### config.mk
export PLATFORM = sky130hd
export DESIGN_NAME = sound_mixer
export DESIGN_NICKNAME = d
export VERILOG_FILES = /design/src/rtl/sound_pkg.sv /design/src/rtl/sound_sat.sv /design/src/rtl/sound_mixer.sv
export SDC_FILE = /design/constraint.sdc
export NUM_CORES = 1
export LEC_CHECK = 0
export CORE_MARGIN = 1.5
export CORE_UTILIZATION = 51
export CTS_BUF_LIST = sky130_fd_sc_hd__clkbuf_4
export DETAILED_ROUTE_END_ITERATION = 7
export HOLD_SLACK_MARGIN = 0.03
export PLACE_DENSITY = 0.88
export SETUP_SLACK_MARGIN = 0.2
export SYNTH_ARGS = -nofsm -noshare
export SYNTH_HDL_FRONTEND = slang
export SYNTH_HIERARCHICAL = 1
export SYNTH_SLANG_ARGS = --single-unit
### constraint.sdc
create_clock -name clk -period 6 [get_ports clk]
set_input_delay 0.9 -clock clk [delete_from_list [all_inputs] [get_ports clk]]
set_output_delay 0.9 -clock clk [all_outputs]
set_load 0.005 [all_outputs]
### src/rtl/sound_pkg.sv
// Shared constants and state encoding for the sound mixer and its helpers.
package sound_pkg;

    localparam int SAMPLE_W   = 8;
    localparam int GAIN_W     = 4;
    localparam int SAMPLE_MAX = 127;
    localparam int SAMPLE_MIN = -128;

    typedef enum logic [1:0] {
        IDLE  = 2'd0,
        ACCUM = 2'd1,
        OUT   = 2'd2
    } mix_state_t;

    function automatic int sample_max(input int width);
        return (1 << (width - 1)) - 1;
    endfunction

    function automatic int sample_min(input int width);
        return -(1 << (width - 1));
    endfunction

endpackage

### src/rtl/sound_sat.sv
// Clamps a wide signed accumulator into a signed sample and flags when clamping occurred.
module sound_sat
    import sound_pkg::*;
#(
    parameter int ACC_W    = 11,
    parameter int SAMPLE_W = 8,
    parameter int MAX_VAL  = SAMPLE_MAX,
    parameter int MIN_VAL  = SAMPLE_MIN
) (
    input  logic signed [ACC_W-1:0]    acc,
    output logic signed [SAMPLE_W-1:0] sat,
    output logic                       clipped
);

    localparam logic signed [ACC_W-1:0] LIM_HI = ACC_W'(MAX_VAL);
    localparam logic signed [ACC_W-1:0] LIM_LO = ACC_W'(MIN_VAL);

    always_comb begin
        clipped = 1'b0;
        sat     = acc[SAMPLE_W-1:0];
        if (acc > LIM_HI) begin
            sat     = LIM_HI[SAMPLE_W-1:0];
            clipped = 1'b1;
        end else if (acc < LIM_LO) begin
            sat     = LIM_LO[SAMPLE_W-1:0];
            clipped = 1'b1;
        end
    end

endmodule

### src/rtl/sound_mixer.sv
// Time-multiplexed voice mixer: one voice per cycle after each frame pulse, saturated 8-bit result.
module sound_mixer #(
    parameter int NUM_VOICES = 4,
    parameter int SAMPLE_W   = sound_pkg::SAMPLE_W,
    parameter int GAIN_W     = sound_pkg::GAIN_W
) (
    input  logic                           clk,
    input  logic                           reset,
    input  logic                           ready,
    input  logic [NUM_VOICES*SAMPLE_W-1:0] voice_data,
    input  logic [NUM_VOICES-1:0]          voice_active,
    input  logic [NUM_VOICES*GAIN_W-1:0]   voice_gain,
    input  logic                           master_mute,
    output logic [SAMPLE_W-1:0]            mix_data,
    output logic                           mix_valid,
    output logic                           busy,
    output logic                           overrun,
    output logic [15:0]                    clip_count
);
    import sound_pkg::*;

    localparam int IDX_W  = $clog2(NUM_VOICES);
    localparam int ACC_W  = SAMPLE_W + $clog2(NUM_VOICES) + 1;
    localparam int PROD_W = SAMPLE_W + GAIN_W + 1;
    localparam logic [IDX_W-1:0] LAST_IDX = IDX_W'(NUM_VOICES - 1);

    mix_state_t state;

    logic [NUM_VOICES*SAMPLE_W-1:0] snap_data;
    logic [NUM_VOICES-1:0]          snap_active;
    logic [NUM_VOICES*GAIN_W-1:0]   snap_gain;
    logic                           snap_mute;
    logic signed [ACC_W-1:0]        acc;
    logic [IDX_W-1:0]               idx;

    logic signed [SAMPLE_W-1:0]     cur_data;
    logic [GAIN_W-1:0]              cur_gain;
    logic signed [PROD_W-1:0]       prod;
    logic signed [ACC_W-1:0]        term;
    logic signed [SAMPLE_W-1:0]     sat;
    logic                           clipped;

    // Gain is unsigned, so it is zero-extended before the signed multiply; the
    // arithmetic shift then floors the scaled product toward negative infinity.
    always_comb begin
        cur_data = snap_data[idx*SAMPLE_W +: SAMPLE_W];
        cur_gain = snap_gain[idx*GAIN_W +: GAIN_W];
        prod     = cur_data * $signed({1'b0, cur_gain});
        term     = ACC_W'(prod >>> GAIN_W);
    end

    sound_sat #(
        .ACC_W    (ACC_W),
        .SAMPLE_W (SAMPLE_W),
        .MAX_VAL  (sample_max(SAMPLE_W)),
        .MIN_VAL  (sample_min(SAMPLE_W))
    ) u_sat (
        .acc     (acc),
        .sat     (sat),
        .clipped (clipped)
    );

    // Snapshot and accumulator are pure datapath and need no reset.
    always_ff @(posedge clk) begin
        if (state == IDLE && ready) begin
            snap_data   <= voice_data;
            snap_active <= voice_active;
            snap_gain   <= voice_gain;
            snap_mute   <= master_mute;
            acc         <= '0;
            idx         <= '0;
        end else if (state == ACCUM) begin
            if (snap_active[idx]) begin
                acc <= acc + term;
            end
            idx <= idx + 1'b1;
        end
    end

    always_ff @(posedge clk) begin
        if (reset) begin
            state      <= IDLE;
            busy       <= 1'b0;
            mix_valid  <= 1'b0;
            mix_data   <= '0;
            overrun    <= 1'b0;
            clip_count <= '0;
        end else begin
            mix_valid <= 1'b0;
            if (ready && busy) begin
                overrun <= 1'b1;
            end
            case (state)
                IDLE: begin
                    if (ready) begin
                        busy  <= 1'b1;
                        state <= ACCUM;
                    end
                end
                ACCUM: begin
                    if (idx == LAST_IDX) begin
                        state <= OUT;
                    end
                end
                OUT: begin
                    mix_data  <= snap_mute ? '0 : sat;
                    mix_valid <= 1'b1;
                    if (clipped && clip_count != 16'hFFFF) begin
                        clip_count <= clip_count + 16'd1;
                    end
                    busy  <= 1'b0;
                    state <= IDLE;
                end
                default: state <= IDLE;
            endcase
        end
    end

endmodule
# ---- Word level (Yosys, flattened, before mapping)
# Index checks and enable logic that the tools add are counted.
dict set report totals {
  regBits 95
  in_bits 56
  output_inout_bits 27
  elab_cells 49
}
dict set report op_classes {
  n_addsub 3
  mul 1
  n_lt_le_gt_ge 3
  eq_ne 6
  shifts 2
  n_mux 13
  n_reduce_logical 9
}
# operator count
set op_table {}
lappend op_table {{$shiftx A32 B6 Y8} 1}
lappend op_table {{$mux W8} 3}
lappend op_table {{$add A16 B1 Y16 const B} 1}
lappend op_table {{$ne A16 B16 Y1 const B} 1}
lappend op_table {{$shiftx A16 B5 Y4} 1}
lappend op_table {{$mul A8 B5 Y13} 1}
lappend op_table {{$add A11 B9 Y11} 1}
lappend op_table {{$gt A11 B8 Y1 const B} 1}
lappend op_table {{$lt A11 B8 Y1 const B} 1}
lappend op_table {{$reduce_and A2 Y1} 4}
lappend op_table {{$mux W1} 5}
lappend op_table {{$eq A2 B2 Y1 const B} 2}
lappend op_table {{$mux W2} 2}
lappend op_table {{$pmux W2 S2} 1}
lappend op_table {{$logic_and A1 B1 Y1} 3}
lappend op_table {{$lt A2 B3 Y1 const B} 1}
lappend op_table {{$add A2 B1 Y2 const B} 1}
lappend op_table {{$bmux W1 S2} 1}
lappend op_table {{$eq A2 B1 Y1 const B} 1}
lappend op_table {{$logic_not A2 Y1} 1}
lappend op_table {{$ne A2 B1 Y1 const B} 1}
lappend op_table {{$ne A2 B2 Y1 const B} 1}
lappend op_table {{$pmux W1 S2} 1}
lappend op_table {{$reduce_bool A2 Y1} 1}

# ---- Logic depth before layout (Yosys ltp)
# Gate-level depths: netlist of the first run.
dict set report logic_depth {
  ltp_word 5
  depth_mapped 26
  depth_no_buf 25
}

# ---- Modules after synthesis
# The synthesis of the first run kept the hierarchy.
# module n_inst cells_each area_per_inst_um2
set modules_own_cells {}
lappend modules_own_cells {sound_mixer 1 440 5093.6}
lappend modules_own_cells {sound_sat 1 30 201.4}

# ---- Least setup slack after synthesis of the first run
# OpenSTA, ideal clock, no wires.
dict set report synth_timing {
  path_type {reg-to-reg}
  start {register idx[0]}
  end {register acc[10]}
  setup_ps 99
  arrival_time_ps 5933
  required_ps 5901
  setup_slack_ps -32
  stages_incl_launch_ff 25
  n_path_buf 2
  synth_period_minus_slack_ps 6032
  cell_sequence {dfxtp_1 -> buf_6 -> clkbuf_1 -> mux4_2 -> and2_1 -> ha_1 -> inv_1 -> fa_1 -> inv_1 -> fa_1 -> ha_1 -> or2_2 -> a21oi_1 -> nor2_1 -> a21o_1 -> a21o_1 -> xor2_1 -> ha_1 -> a21o_1 -> a21oi_1 -> o21a_1 -> o21ai_0 -> xor2_1 -> or3_1 -> a21oi_1}
}
dict set report synth_via {
  elab_chain_len 3
  word_cells_on_any_way 7
}
# element line
set synth_rtl {}
lappend synth_rtl {{start: declaration} sound_mixer.sv:34} ;# logic [IDX_W-1:0] idx;
lappend synth_rtl {{start signal: assignment} sound_mixer.sv:76} ;# idx <= idx + 1'b1;
lappend synth_rtl {{$shiftx A32 B6 Y8 (tied with other cells)} sound_mixer.sv:46} ;# cur_data = snap_data[idx*SAMPLE_W +: SAMPLE_W];
lappend synth_rtl {{$mul A8 B5 Y13 or $mux W1 (tied branches)} {sound_mixer.sv:48, sound_mixer.sv:73}}
lappend synth_rtl {{$add A11 B9 Y11 or $reduce_and A2 Y1 (tied branches)} --}
lappend synth_rtl {{end signal: assignment} sound_mixer.sv:74} ;# acc <= acc + term;
lappend synth_rtl {{end: declaration} sound_mixer.sv:33} ;# logic signed [ACC_W-1:0] acc;
# Parallel ways exist; a longest one is shown, timed or not. The select of a mux whose other input is x is not followed.
# A chain may end at the register's enable or synchronous reset.

# ---- Final worst setup path of the first run
# Ends and elaborated chain as after synthesis.

==> metrics.cfg, run 1 <==
[run_status]
outcome = completed

[worst_setup_path]
crit_end = acc[10]$_SDFFE_PP0P_
worstReg2RegStart = idx[0]$_SDFFE_PP0P_
crit_arrival_ns = 6.13
endpoint_kind = flip-flop
reg2reg_depth = 25
r2r-end = acc[10]$_SDFFE_PP0P_
regToRegSetupSlack_ns = 0.26
crit_start = idx[0]$_SDFFE_PP0P_
startpoint_type = flip-flop
cp_max_fo = 5
path_class = reg -> reg
required_ns = 6.39

[yosys]
synth_edf_count = 53
syn_nets = 578
ys_seq_area_share_pct = 45.9
synth_ff_type = edfxtp_1
syn_area_um2 = 5300
ys_seq_elements = 95
syn_inst = 470
synth_async_sr_flop_share_pct = 0
syn_avg_cell_area_um2 = 11.3
synth_warnings = 6
yosysUniqueCellTypes = 51

[clocking]
cts_tree = built
cts-root-buf = clkbuf_4
clock_latency_ns = 0.45
cts_buffers = 9
cts-htree-levels = 3
cts.path.max_buffers = 2
clock-sinks = 95
clk_pin_slew_worst_paths_ns = 0.14

[global_route]
grt_pass1_wl_um = 16900
grt_pass1_vias = 3835
grt_overflow_total = 0
antenna_found_initial = 0
track_usage_pct = 19.5
grt_max_degree = 68

[drt]
ant_nets = 0
drc = 0
wire_per_inst_um = 16.3
wirelength_um = 11500
num_vias = 3941
drt_iter0_markers = 275
dr.pass1.iters = 4
viasPerCell = 5.59

[floorplan]
design.die.area_um2 = 11000
die_h_um = 105
rows = 37
dieWidth_um = 105
core_um2 = 10200
start_util_pct = 52.0
num_io_pins = 83

[cells_and_area]
fin_util_pct = 66.0
area_growth_pct = 27.0
fin_area_um2 = 6720
antenna_cells = 0
n_fill_cell = 717
final_cell_mix = 82 x clkdlybuf4s50_1, 53 x edfxtp_1, 40 x dfxtp_1
final_common_cell = clkdlybuf4s50_1
drive_above_1_share_pct = 15.3
nNetsFinal = 672

[sta]
finalMaxSlewViolations = 0
hold_viol = 0
fin_crit_ns = 5.74
fmax_ghz = 0.174
tightest_slew_ns = 1.03
timing.final.crit_share_pct = 95.7
finalSetupViolCount = 0
rsz0062_at_grt = no
slew_headroom_pct = 31.4
clock-skew-final_ns = 0.0160
finalSetupTns_ns = 0

[placement]
placed_area_um2 = 6240
portBuffers = 82
place_congestion = 0.850
hpwl_um = 7570

[power_and_ir_drop]
vdd_drop_max_uv = 377
p_leak_nw = 2.61
pwr_density_cell_nw_per_um2 = 558

[worst_hold_path]
hp-class = reg -> reg
min_path_cells = 2

[job]
drv_cap = 0

## state kept, by name (all words and copies together), names as in the netlist
register / count
acc: 11
busy: 1
clip_count: 16
idx: 2
mix_data: 8
mix_valid: 1
overrun: 1
snap_active: 4
snap_data: 32
snap_gain: 16
snap_mute: 1
state: 2
## metrics by stage
step / hold WS (ns) / power (W) / setup WS [ns] / cells
3_3_place_gp: 0.443 / 0.00270 / 0.232 / 677
6_report: 0.467 / 0.00376 / 0.256 / 705
4_1_cts: 0.471 / 0.00317 / 0.201 / 693
5_1_grt: 0.493 / 0.00406 / 0.0587 / 705
3_5_place_dp: 0.452 / 0.00281 / 0.00950 / 677
2_1_floorplan: 0.448 / 0.00244 / 0.266 / 470
## critical path, cell delays in order, from the launching register on
cell and delay (ns):
dfxtp_4 0.41, buf_12 0.11, mux4_2 0.56, and2_1 0.18, ha_1 0.29, ha_1 0.28
inv_1 0.07, fa_1 0.55, inv_1 0.05, ha_1 0.29, nand3_1 0.13, o22ai_4 0.22
a31oi_2 0.14, nor2b_1 0.16, nor2_1 0.09, xnor2_2 0.16, fa_1 0.47, a21oi_2 0.16
o21bai_1 0.11, a21o_1 0.18, a21oi_2 0.16, o21a_1 0.18, o21ai_2 0.06, xor2_1 0.15
or3_4 0.39, a21oi_2 0.13
## report_power, final
part	switching [W]	internal, W
clock	0.000208	0.000140
sequential	0.0000646	0.000745
combinational	0.00139	0.00121
## worst min path at each step
stage	from	endpoint	slack [ns]
final	mix_data[1]$_SDFFE_PP0P_	mix_data[1]$_SDFFE_PP0P_	0.47
after global routing	mix_data[3]$_SDFFE_PP0P_	mix_data[3]$_SDFFE_PP0P_	0.49
after CTS	mix_data[1]$_SDFFE_PP0P_	mix_data[1]$_SDFFE_PP0P_	0.47
after detailed placement	mix_data[3]$_SDFFE_PP0P_	mix_data[3]$_SDFFE_PP0P_	0.45
after global placement	mix_data[1]$_SDFFE_PP0P_	mix_data[1]$_SDFFE_PP0P_	0.44
after floorplan	mix_data[0]$_SDFFE_PP0P_	mix_data[0]$_SDFFE_PP0P_	0.45
## routing by layer
layer / up-vias / wire length [um] / global-route usage, % / part of all wire [%]
li1: 1855 / - / - / -
met5: - / 0 / 0 / 0
met4: 0 / 307 / 8.41 / 2.7
met1: 1937 / 4510 / 22.0 / 39
met2: 121 / 6200 / 35.2 / 54
met3: 28 / 488 / 4.05 / 4.2
## synthesized netlist by cell type (3+ instances only)
| cell type | count | share of area, % |
|---|---|---|
| buf_6 | 3 | 0.64 |
| o21ai_0 | 8 | 0.76 |
| mux4_2 | 12 | 5.1 |
| ha_1 | 35 | 8.3 |
| and4_1 | 4 | 0.66 |
| fa_1 | 17 | 6.4 |
| edfxtp_1 | 53 | 30 |
| nand2_1 | 28 | 2.0 |
| xnor2_1 | 15 | 2.5 |
| xor2_1 | 15 | 2.5 |
| clkbuf_1 | 10 | 0.71 |
| or3_1 | 6 | 0.71 |
| a21o_1 | 6 | 0.85 |
| nand3_1 | 5 | 0.47 |
| and2_1 | 23 | 2.7 |
| nand4_1 | 4 | 0.47 |
| nor4_1 | 10 | 1.2 |
| inv_1 | 40 | 2.8 |
| nor3_1 | 9 | 0.85 |
| a21boi_1 | 6 | 0.85 |
| o21bai_1 | 4 | 0.57 |
| nand3b_1 | 10 | 1.4 |
| mux2i_1 | 7 | 1.3 |
| nor3b_1 | 4 | 0.57 |
| dfxtp_1 | 42 | 16 |
| nor2_1 | 33 | 2.3 |
| a21oi_1 | 32 | 3.0 |
| buf_2 | 3 | 0.28 |
## kinds of logic (layout without fill, tap and decap cells)
| group | Yosys count | in the layout | share of synthesized area (%) |
|---|---|---|---|
| AO/OA/AOI/OAI | 71 | 71 | 8.55 |
| buffers and inverters | 56 | 155 | 4.47 |
| flip-flops | 95 | 95 | 45.9 |
| adder cells (fa/ha/maj) | 52 | 52 | 14.7 |
| multiplexers | 19 | 19 | 6.43 |
| XOR/XNOR | 30 | 30 | 4.96 |
| AND/OR/NAND/NOR | 147 | 147 | 15.0 |
## final cells by class
class | count | area [um2] | area share [%]
Sequential cell | 95 | 2440 | 36.2
Clock inverter | 4 | 47.5 | 0.707
Multi-Input combinational cell | 319 | 2860 | 42.5
Tap cell | 136 | 170 | 2.53
Clock buffer | 12 | 90.1 | 1.34
Inverter | 40 | 150 | 2.23
Timing Repair Buffer | 99 | 968 | 14.4
## timing repair
item                       4_1_cts  5_1_grt
setup endpoints to repair        2        4
pin swaps                        0       18
resized for setup                3       43
hold buffers                     0        0
buffers inserted                 0       12
Power figures use the tool's default switching activity.
==> inputs of run 2 (changes only) <==
--- a/config.mk
+++ b/config.mk
@@ -12,6 +12,7 @@
 export HOLD_SLACK_MARGIN = 0.03
 export PLACE_DENSITY = 0.88
 export SETUP_SLACK_MARGIN = 0.2
+export SLEW_MARGIN = 30
 export SYNTH_ARGS = -nofsm -noshare
 export SYNTH_HDL_FRONTEND = slang
 export SYNTH_HIERARCHICAL = 1
==> metrics.cfg, run 2 (synthesized netlist as in run 1, its figures left out) <==
[sta]
tightest_slew_ns = 0.794  ; -0.232 ns
finalSetupTns_ns = 0  ; unchanged
rsz0062_at_grt = no
hold_viol = 0  ; unchanged
finalMaxSlewViolations = 0  ; unchanged
clock-skew-final_ns = 0.0159  ; -0.0000955 ns
fmax_ghz = 0.174  ; about the same
fin_crit_ns = 5.74  ; -0.00239 ns
slew_headroom_pct = 47.1  ; +16 points
timing.final.crit_share_pct = 95.7  ; about the same
finalSetupViolCount = 0  ; unchanged
finalWorstSetupSlack_ns = 0.258  ; +0.00239 ns

[floorplan]
design.die.area_um2 = 11000  ; unchanged
die_h_um = 105  ; unchanged
start_util_pct = 52.0  ; unchanged
core_um2 = 10200  ; unchanged
dieWidth_um = 105  ; unchanged
rows = 37  ; unchanged
num_io_pins = 83  ; unchanged

[drt]
wirelength_um = 11600  ; +0.36%
wire_per_inst_um = 16.4  ; +0.36%
drc = 0  ; unchanged
dr.pass1.iters = 5  ; +1
drt_iter0_markers = 278  ; +1.1%
ant_nets = 0  ; unchanged
viasPerCell = 5.57  ; -0.38%
num_vias = 3926  ; -0.38%

[global_route]
grt_overflow_total = 0  ; unchanged
grt_pass1_wl_um = 16900  ; unchanged
grt_pass1_vias = 3835  ; unchanged
track_usage_pct = 19.5  ; unchanged
antenna_found_initial = 0  ; unchanged
grt_max_degree = 68  ; unchanged

[placement]
pre_cts_ws_ns = 0.00950  ; unchanged
portBuffers = 82  ; unchanged
hpwl_um = 7570  ; unchanged
place_congestion = 0.850  ; unchanged

[clocking]
cts_buffers = 9  ; unchanged
cts.path.max_buffers = 2  ; unchanged
cts-root-buf = clkbuf_4
clk_pin_slew_worst_paths_ns = 0.14  ; about the same
clock_latency_ns = 0.46  ; about the same
cts_tree = built
clock-sinks = 95  ; unchanged
cts_hold_buf = 0  ; unchanged
cts-htree-levels = 3  ; unchanged

[cells_and_area]
nNetsFinal = 672  ; unchanged
top_register = snap_data
n_fill_cell = 718  ; +0.14%
reg_top3 = snap_data x32, clip_count x16, snap_gain x16
final_cell_mix = 81 x clkdlybuf4s50_1, 53 x edfxtp_1, 40 x dfxtp_1
final_common_cell = clkdlybuf4s50_1
antenna_cells = 0  ; unchanged
drive_above_1_share_pct = 15.5  ; +0.18 points
area_growth_pct = 26.9  ; about the same
largest_register_ff_count = 32  ; unchanged

[run_status]
outcome = completed

[worst_setup_path]
required_ns = 6.39  ; about the same
endpoint_kind = flip-flop
crit_arrival_ns = 6.14  ; about the same
reg2reg_depth = 25  ; unchanged
regToRegSetupSlack_ns = 0.26  ; about the same
path_class = reg -> reg
startpoint_type = flip-flop
worstReg2RegStart = idx[0]$_SDFFE_PP0P_
cp_max_fo = 5  ; unchanged
r2r-end = acc[10]$_SDFFE_PP0P_

[worst_hold_path]
min_path_cells = 2  ; unchanged
hold_start = mix_data[1]$_SDFFE_PP0P_
hold-path-endpoint = mix_data[1]$_SDFFE_PP0P_
hp-class = reg -> reg

[power_and_ir_drop]
p_leak_nw = 2.61  ; about the same
vdd_drop_max_uv = 377  ; about the same
pwr_density_cell_nw_per_um2 = 559  ; +0.13%

[job]
drv_cap = 0  ; unchanged

## run 2: cell type report
class	count	area (um2)	share of cell area (%)
Clock inverter	4	47.5	0.708
Multi-Input combinational cell	319	2860	42.6
Inverter	40	150	2.23
Clock buffer	12	90.1	1.34
Timing Repair Buffer	99	963	14.3
Sequential cell	95	2440	36.3
Tap cell	136	170	2.53
## run 2: stage by stage
| stage | total power, W | hold WS [ns] | std cells | instance area, um2 | util, % |
|---|---|---|---|---|---|
| floorplan | 0.00244 | 0.448 | 470 | 5300 | - |
| global placement | 0.00270 | 0.443 | 677 | 6240 | 61.3 |
| detailed placement | 0.00281 | 0.452 | 677 | 6240 | 61.3 |
| CTS | 0.00317 | 0.471 | 693 | 6380 | 62.7 |
| global route | 0.00406 | 0.493 | 705 | 6720 | 66.0 |
| finish | 0.00376 | 0.468 | 705 | 6720 | 66.0 |
## run 2: how the worst max path moves through the flow
stage	slack (ns)	depth (start not counted)	to	start
after floorplan	0.27	24	acc[10]$_SDFFE_PP0P_	idx[0]$_SDFFE_PP0P_
after global placement	0.23	22	acc[10]$_SDFFE_PP0P_	idx[0]$_SDFFE_PP0P_
after detailed placement	0.009	26	acc[9]$_SDFFE_PP0P_	idx[0]$_SDFFE_PP0P_
after CTS	0.20	23	acc[10]$_SDFFE_PP0P_	idx[0]$_SDFFE_PP0P_
after global routing	0.06	25	acc[10]$_SDFFE_PP0P_	idx[0]$_SDFFE_PP0P_
final	0.26	25	acc[10]$_SDFFE_PP0P_	idx[0]$_SDFFE_PP0P_
## run 2: power by group
part	switching [W]	leakage, nW	internal, W
logic	0.00139	1.69	0.00121
registers	0.0000649	0.847	0.000745
clock network	0.000209	0.0789	0.000140
total	0.00166	2.61	0.00210
## run 2: per-layer routing
metal  share of wire [%]  routed length (um)  vias up  global-route usage, %
met5                   0                   0        -                      0
met4                 2.7                 312        0                   8.41
met3                 4.3                 492       29                   4.05
met2                  54                6190      121                   35.2
met1                  39                4560     1921                   22.0
li1                    -                   -     1855                      -
## run 2: timing repair
item                                    in CTS  in global routing
buffers inserted                             0                 12
endpoints found under the setup margin       2                  4
pin swaps                                    0                 18
resized for setup                            3                 43
## run 2: critical path, stage by stage (launching register included)
cell and delay (ns):
dfxtp_4 0.41, buf_12 0.11, mux4_2 0.56, and2_1 0.18, ha_1 0.29, ha_1 0.28, inv_1 0.07, fa_1 0.55
inv_1 0.05, ha_1 0.29, nand3_1 0.13, o22ai_4 0.22, a31oi_2 0.14, nor2b_1 0.16, nor2_1 0.09, xnor2_2 0.16
fa_1 0.47, a21oi_2 0.16, o21bai_1 0.11, a21o_1 0.18, a21oi_2 0.16, o21a_1 0.18, o21ai_2 0.06, xor2_1 0.15
or3_4 0.39, a21oi_2 0.13
==> inputs of run 3 (changes only) <==
--- a/config.mk
+++ b/config.mk
@@ -5,6 +5,7 @@
 export SDC_FILE = /design/constraint.sdc
 export NUM_CORES = 1
 export LEC_CHECK = 0
+export ABC_AREA = 0
 export CORE_MARGIN = 1.5
 export CORE_UTILIZATION = 51
 export CTS_BUF_LIST = sky130_fd_sc_hd__clkbuf_4
@@ -12,6 +13,7 @@
 export HOLD_SLACK_MARGIN = 0.03
 export PLACE_DENSITY = 0.88
 export SETUP_SLACK_MARGIN = 0.2
+export SKIP_LAST_GASP = 1
 export SLEW_MARGIN = 30
 export SYNTH_ARGS = -nofsm -noshare
 export SYNTH_HDL_FRONTEND = slang
==> results of run 3 <==
Same layout as run 2: the final DEF is identical, and so are final timing and power.
